<file path="src/rtl/mult_share_arbiter.sv">
// Shares one combinational multiplier between NREQ valid/ready requesters.
// Define MULT_ARB_RR_EN for round-robin arbitration; otherwise fixed priority.
module mult_share_arbiter #(
    parameter int WIDTH = 4,
    parameter int NREQ = 4,
    localparam int IDW = (NREQ > 2) ? $clog2(NREQ) : 1
) (
    input  logic                  clk,
    input  logic                  rst_n,
    input  logic [NREQ-1:0]       req_valid,
    output logic [NREQ-1:0]       req_ready,
    input  logic [NREQ*WIDTH-1:0] req_a,
    input  logic [NREQ*WIDTH-1:0] req_b,
    output logic                  res_valid,
    input  logic                  res_ready,
    output logic [2*WIDTH-1:0]    res_data,
    output logic [IDW-1:0]        res_id,
    output logic                  busy
);

    typedef enum logic [1:0] {
        S_IDLE,
        S_MUL,
        S_RESP
    } state_t;

    state_t r_state;
    state_t w_state_nxt;

    logic [WIDTH-1:0]   r_op_a;
    logic [WIDTH-1:0]   r_op_b;
    logic [IDW-1:0]     r_op_id;
    logic [IDW-1:0]     w_ptr;
    logic [IDW-1:0]     w_gnt_id;
    logic               w_any;
    logic               w_grant;
    logic [2*WIDTH-1:0] w_prod;

`ifdef MULT_ARB_RR_EN
    logic [IDW-1:0] r_ptr;

    always_ff @(posedge clk or negedge rst_n) begin
        if (!rst_n) begin
            r_ptr <= '0;
        end else if (w_grant) begin
            if (w_gnt_id == IDW'(NREQ - 1)) begin
                r_ptr <= '0;
            end else begin
                r_ptr <= w_gnt_id + IDW'(1);
            end
        end
    end

    assign w_ptr = r_ptr;
`else
    assign w_ptr = '0;
`endif

    // First valid requester at or after the pointer, wrapping around.
    always_comb begin : arb
        int idx;
        w_any    = 1'b0;
        w_gnt_id = '0;
        idx      = 0;
        for (int k = 0; k < NREQ; k++) begin
            idx = (int'(w_ptr) + k) % NREQ;
            if (!w_any && req_valid[idx]) begin
                w_any    = 1'b1;
                w_gnt_id = IDW'(idx);
            end
        end
    end

    always_comb begin
        w_state_nxt = r_state;
        req_ready   = '0;
        w_grant     = 1'b0;
        unique case (r_state)
            S_IDLE: begin
                if (w_any) begin
                    req_ready   = NREQ'(1) << w_gnt_id;
                    w_grant     = 1'b1;
                    w_state_nxt = S_MUL;
                end
            end
            S_MUL: begin
                w_state_nxt = S_RESP;
            end
            S_RESP: begin
                if (res_ready) begin
                    w_state_nxt = S_IDLE;
                end
            end
            default: begin
                w_state_nxt = S_IDLE;
            end
        endcase
    end

    always_ff @(posedge clk or negedge rst_n) begin
        if (!rst_n) begin
            r_state <= S_IDLE;
        end else begin
            r_state <= w_state_nxt;
        end
    end

    assign w_prod = {{WIDTH{1'b0}}, r_op_a} * {{WIDTH{1'b0}}, r_op_b};

    always_ff @(posedge clk or negedge rst_n) begin
        if (!rst_n) begin
            r_op_a    <= '0;
            r_op_b    <= '0;
            r_op_id   <= '0;
            res_valid <= 1'b0;
            res_data  <= '0;
            res_id    <= '0;
        end else begin
            if (w_grant) begin
                r_op_a  <= req_a[w_gnt_id*WIDTH +: WIDTH];
                r_op_b  <= req_b[w_gnt_id*WIDTH +: WIDTH];
                r_op_id <= w_gnt_id;
            end
            if (r_state == S_MUL) begin
                res_data  <= w_prod;
                res_id    <= r_op_id;
                res_valid <= 1'b1;
            end else if (r_state == S_RESP && res_ready) begin
                res_valid <= 1'b0;
            end
        end
    end

    assign busy = (r_state != S_IDLE);

endmodule

</file>
<file path="config.mk">
export PLATFORM = sky130hd
export DESIGN_NAME = mult_share_arbiter
export DESIGN_NICKNAME = d
export VERILOG_FILES = /design/src/rtl/mult_share_arbiter.sv
export SDC_FILE = /design/constraint.sdc
export NUM_CORES = 1
export LEC_CHECK = 0
export CORE_MARGIN = 2
export CORE_UTILIZATION = 46
export CTS_CLUSTER_DIAMETER = 50
export CTS_CLUSTER_SIZE = 25
export DETAILED_ROUTE_END_ITERATION = 6
export PLACE_DENSITY = 0.81
export SYNTH_ARGS = -nofsm -noshare
export SYNTH_HDL_FRONTEND = slang
export SYNTH_SLANG_ARGS = --single-unit
</file>
<file path="constraint.sdc">
create_clock -name clk -period 3.6 [get_ports clk]
set_input_delay 0.72 -clock clk [delete_from_list [all_inputs] [get_ports clk]]
set_output_delay 0.72 -clock clk [all_outputs]
set_load 0.01 [all_outputs]
</file>
==> results.json <==
{
  "syn-cell-area_um2": 1620,
  "grt_max_degree": 24,
  "cp_data_arrival_time_ps": 2450,
  "route.detailed.drc": 0,
  "cts_buffers": 3,
  "peakVddDrop_v": 0.000328,
  "wl_per_cell_um": 11.3,
  "whs_ps": 488,
  "post_cts.repair.setup_buffers": 0,
  "slew_viol_final": 0,
  "power.leakage_uw": 0.000956,
  "fin_crit_ps": 3170,
  "tritoncts": "yes",
  "cts-root-buf": "clkbuf_4",
  "n_antenna_cell": 0,
  "antenna_found_initial": 0,
  "ys_types": 31,
  "firstDrtPassIters": 4,
  "finalHoldViolations": 0,
  "via_count": 1412,
  "yosysWarnings": 0,
  "vias_per_cell": 5.04,
  "setup-tns-final_ps": 0,
  "setup_violations": 0,
  "ys_ff_latch": 23,
  "max_cap_violations": 0,
  "die_height_um": 63.4,
  "cts.sinks": 23,
  "placedCellCount": 276,
  "worstSkewPairLatency_ps": 310,
  "hold_buffers": 0,
  "worstSetupEndpointType": "output pin",
  "gp_congestion": 0.770,
  "grt_pass1_vias": 1327,
  "fin_worst_skew_ps": 3.74,
  "powerDensity_nw_per_um2": 864,
  "drt-total-wl_mm": 3.17,
  "finalCritPeriodShare": 0.881,
  "hold_path.class": "flop to flop",
  "final_core_util": 0.657,
  "core_area_um2": 3360,
  "cts_resized": 0,
  "htree_levels": 1,
  "layoutNonFillerInstCount": 280,
  "relSlewSlack": 0.358,
  "ant_nets": 0,
  "dieArea_um2": 4020,
  "area.growth.synth_to_final_pct": 36.3,
  "rows": 21,
  "final_layout_size_suffix_gt1_frac": 0.0726,
  "hpwlAfterDp_mm": 2.62,
  "syn_area_per_cell_um2": 8.91,
  "fin_nets": 290,
  "worst_slew_pin_slew_ps": 960,
  "cts_buffer_depth": 2,
  "crit_required_ps": 2880,
  "overflow": 0,
  "crit_fanout": 12,
  "status": "complete, no violations",
  "dr.first_iter.drc_count": 43,
  "grt_pass1_wl_mm": 5.64,
  "die_width_um": 63.4,
  "cp-start-kind": "input pin",
  "p_total_uw": 1910,
  "grt_util_all_layers": 0.174,
  "critical_path_class": "input pin to output pin",
  "synth_cells": 182,
  "start_util": 0.482,
  "yosysSeqAreaShare": 0.355,
  "rsz0062_at_grt": "false",
  "path_clk_slew_ps": 120,
  "syn_nets": 237,
  "fmax_mhz": 315,
  "io_pins": 55,
  "port_buffers": 54
}
## where the power goes
part	internal, µW	switching [µW]	leakage [µW]
clock network	41.6	77.0	0.0000177
registers	388	107	0.000276
logic	638	659	0.000661
## state kept, by name, indices dropped and copies added (netlist names)
register / cells
r_op_a: 4
r_op_b: 4
r_op_id: 2
r_state: 2
res_data: 8
res_id: 2
res_valid: 1
## cell families (layout without fill, tap and decap cells)
family / Yosys count / count (layout) / synth area share
buffers and inverters: 17 / 69 / 0.0525
flip-flops: 23 / 23 / 0.355
AND/OR/NAND/NOR: 81 / 81 / 0.255
adder cells (fa/ha/maj): 16 / 16 / 0.142
XOR/XNOR: 2 / 2 / 0.0108
AO/OA/AOI/OAI: 43 / 43 / 0.184
## synthesized netlist by cell type, drive strengths merged
| cell type | n | area share |
|---|---|---|
| a21o | 2 | 0.0093 |
| a21oi | 23 | 0.090 |
| a221oi | 8 | 0.043 |
| and2 | 14 | 0.054 |
| and3 | 1 | 0.0039 |
| buf | 5 | 0.025 |
| clkbuf | 3 | 0.0069 |
| dfrtp | 23 | 0.35 |
| fa | 4 | 0.049 |
| ha | 12 | 0.093 |
| inv | 9 | 0.021 |
| nand2 | 32 | 0.074 |
| nand2b | 1 | 0.0039 |
| nand3 | 1 | 0.0031 |
| nand3b | 8 | 0.037 |
| nand4 | 1 | 0.0039 |
| nor2 | 14 | 0.042 |
| nor2b | 3 | 0.012 |
| nor3 | 3 | 0.0093 |
| nor4b | 1 | 0.0054 |
| o21a | 3 | 0.014 |
| o21ai | 4 | 0.012 |
| o21bai | 1 | 0.0069 |
| o31ai | 2 | 0.0093 |
| or2 | 2 | 0.0077 |
| xor2 | 2 | 0.011 |
## final timing paths
| path | to | cells past startpoint | slack [ps] | from |
|---|---|---|---|---|
| hold / removal | res_data[4]$_DFFE_PN0P_ | 2 | 490 | res_data[4]$_DFFE_PN0P_ |
| hold reg to reg | res_data[4]$_DFFE_PN0P_ | 2 | 490 | res_data[4]$_DFFE_PN0P_ |
| setup / recovery | req_ready[3] | 4 | 430 | req_valid[1] |
| min in group asynchronous | r_state[1]$_DFFE_PN0P_ | 1 | 920 | rst_n |
| max in group asynchronous | r_op_a[3]$_DFFE_PN0P_ | 1 | 2100 | rst_n |
| setup reg to reg | res_data[6]$_DFFE_PN0P_ | 10 | 850 | r_op_b[3]$_DFFE_PN0P_ |
## critical path: stages
cell and delay (ps):
clkdlybuf4s50_1 460, or2_1 400, nor4b_1 290, clkdlybuf4s50_1 580
## layer usage
layer  track usage  wire length (µm)  vias up
met3        0.0429               270        5
met5             0                 0        -
li1              -                 -      728
met2         0.308              1470       61
met4        0.0571                44        0
met1         0.204              1390      618
## layout by cell type (no fill, tap or decap)
cell type and instances:
a21oi_2 8, a21o_1 2, nand2_1 32, and3_1 1
inv_1 9, nand4_1 1, xor2_1 2, clkinv_2 1
nor3_1 3, nor4b_1 1, o21ai_1 1, nand3_1 1
a221oi_1 8, o31ai_1 2, buf_4 2, o21a_1 3
o21bai_2 1, nor2_4 2, clkdlybuf4s50_1 54, or2_1 2
a21oi_1 15, nand3b_1 8, ha_1 12, nor2_1 12
dfrtp_1 23, clkbuf_4 3, and2_1 14, o21ai_0 3
nor2b_1 3, nand2b_1 1, fa_1 4
## through the flow
step           instance area (µm²)  setup WS (ps)
2_1_floorplan                 1620            999
3_3_place_gp                  2180            427
3_5_place_dp                  2180            429
4_1_cts                       2210            401
5_1_grt                       2210            264
6_report                      2210            428
## cell type report
type,count,area [µm²]
flip-flops and latches,23,576
multi-input cells,142,961
repair buffers,56,556
inverters,9,33.8
fillers,307,1150
clock buffers,3,22.5
clock inverters,1,5.00
well taps,46,57.6
(Power assumes the default switching activity.)
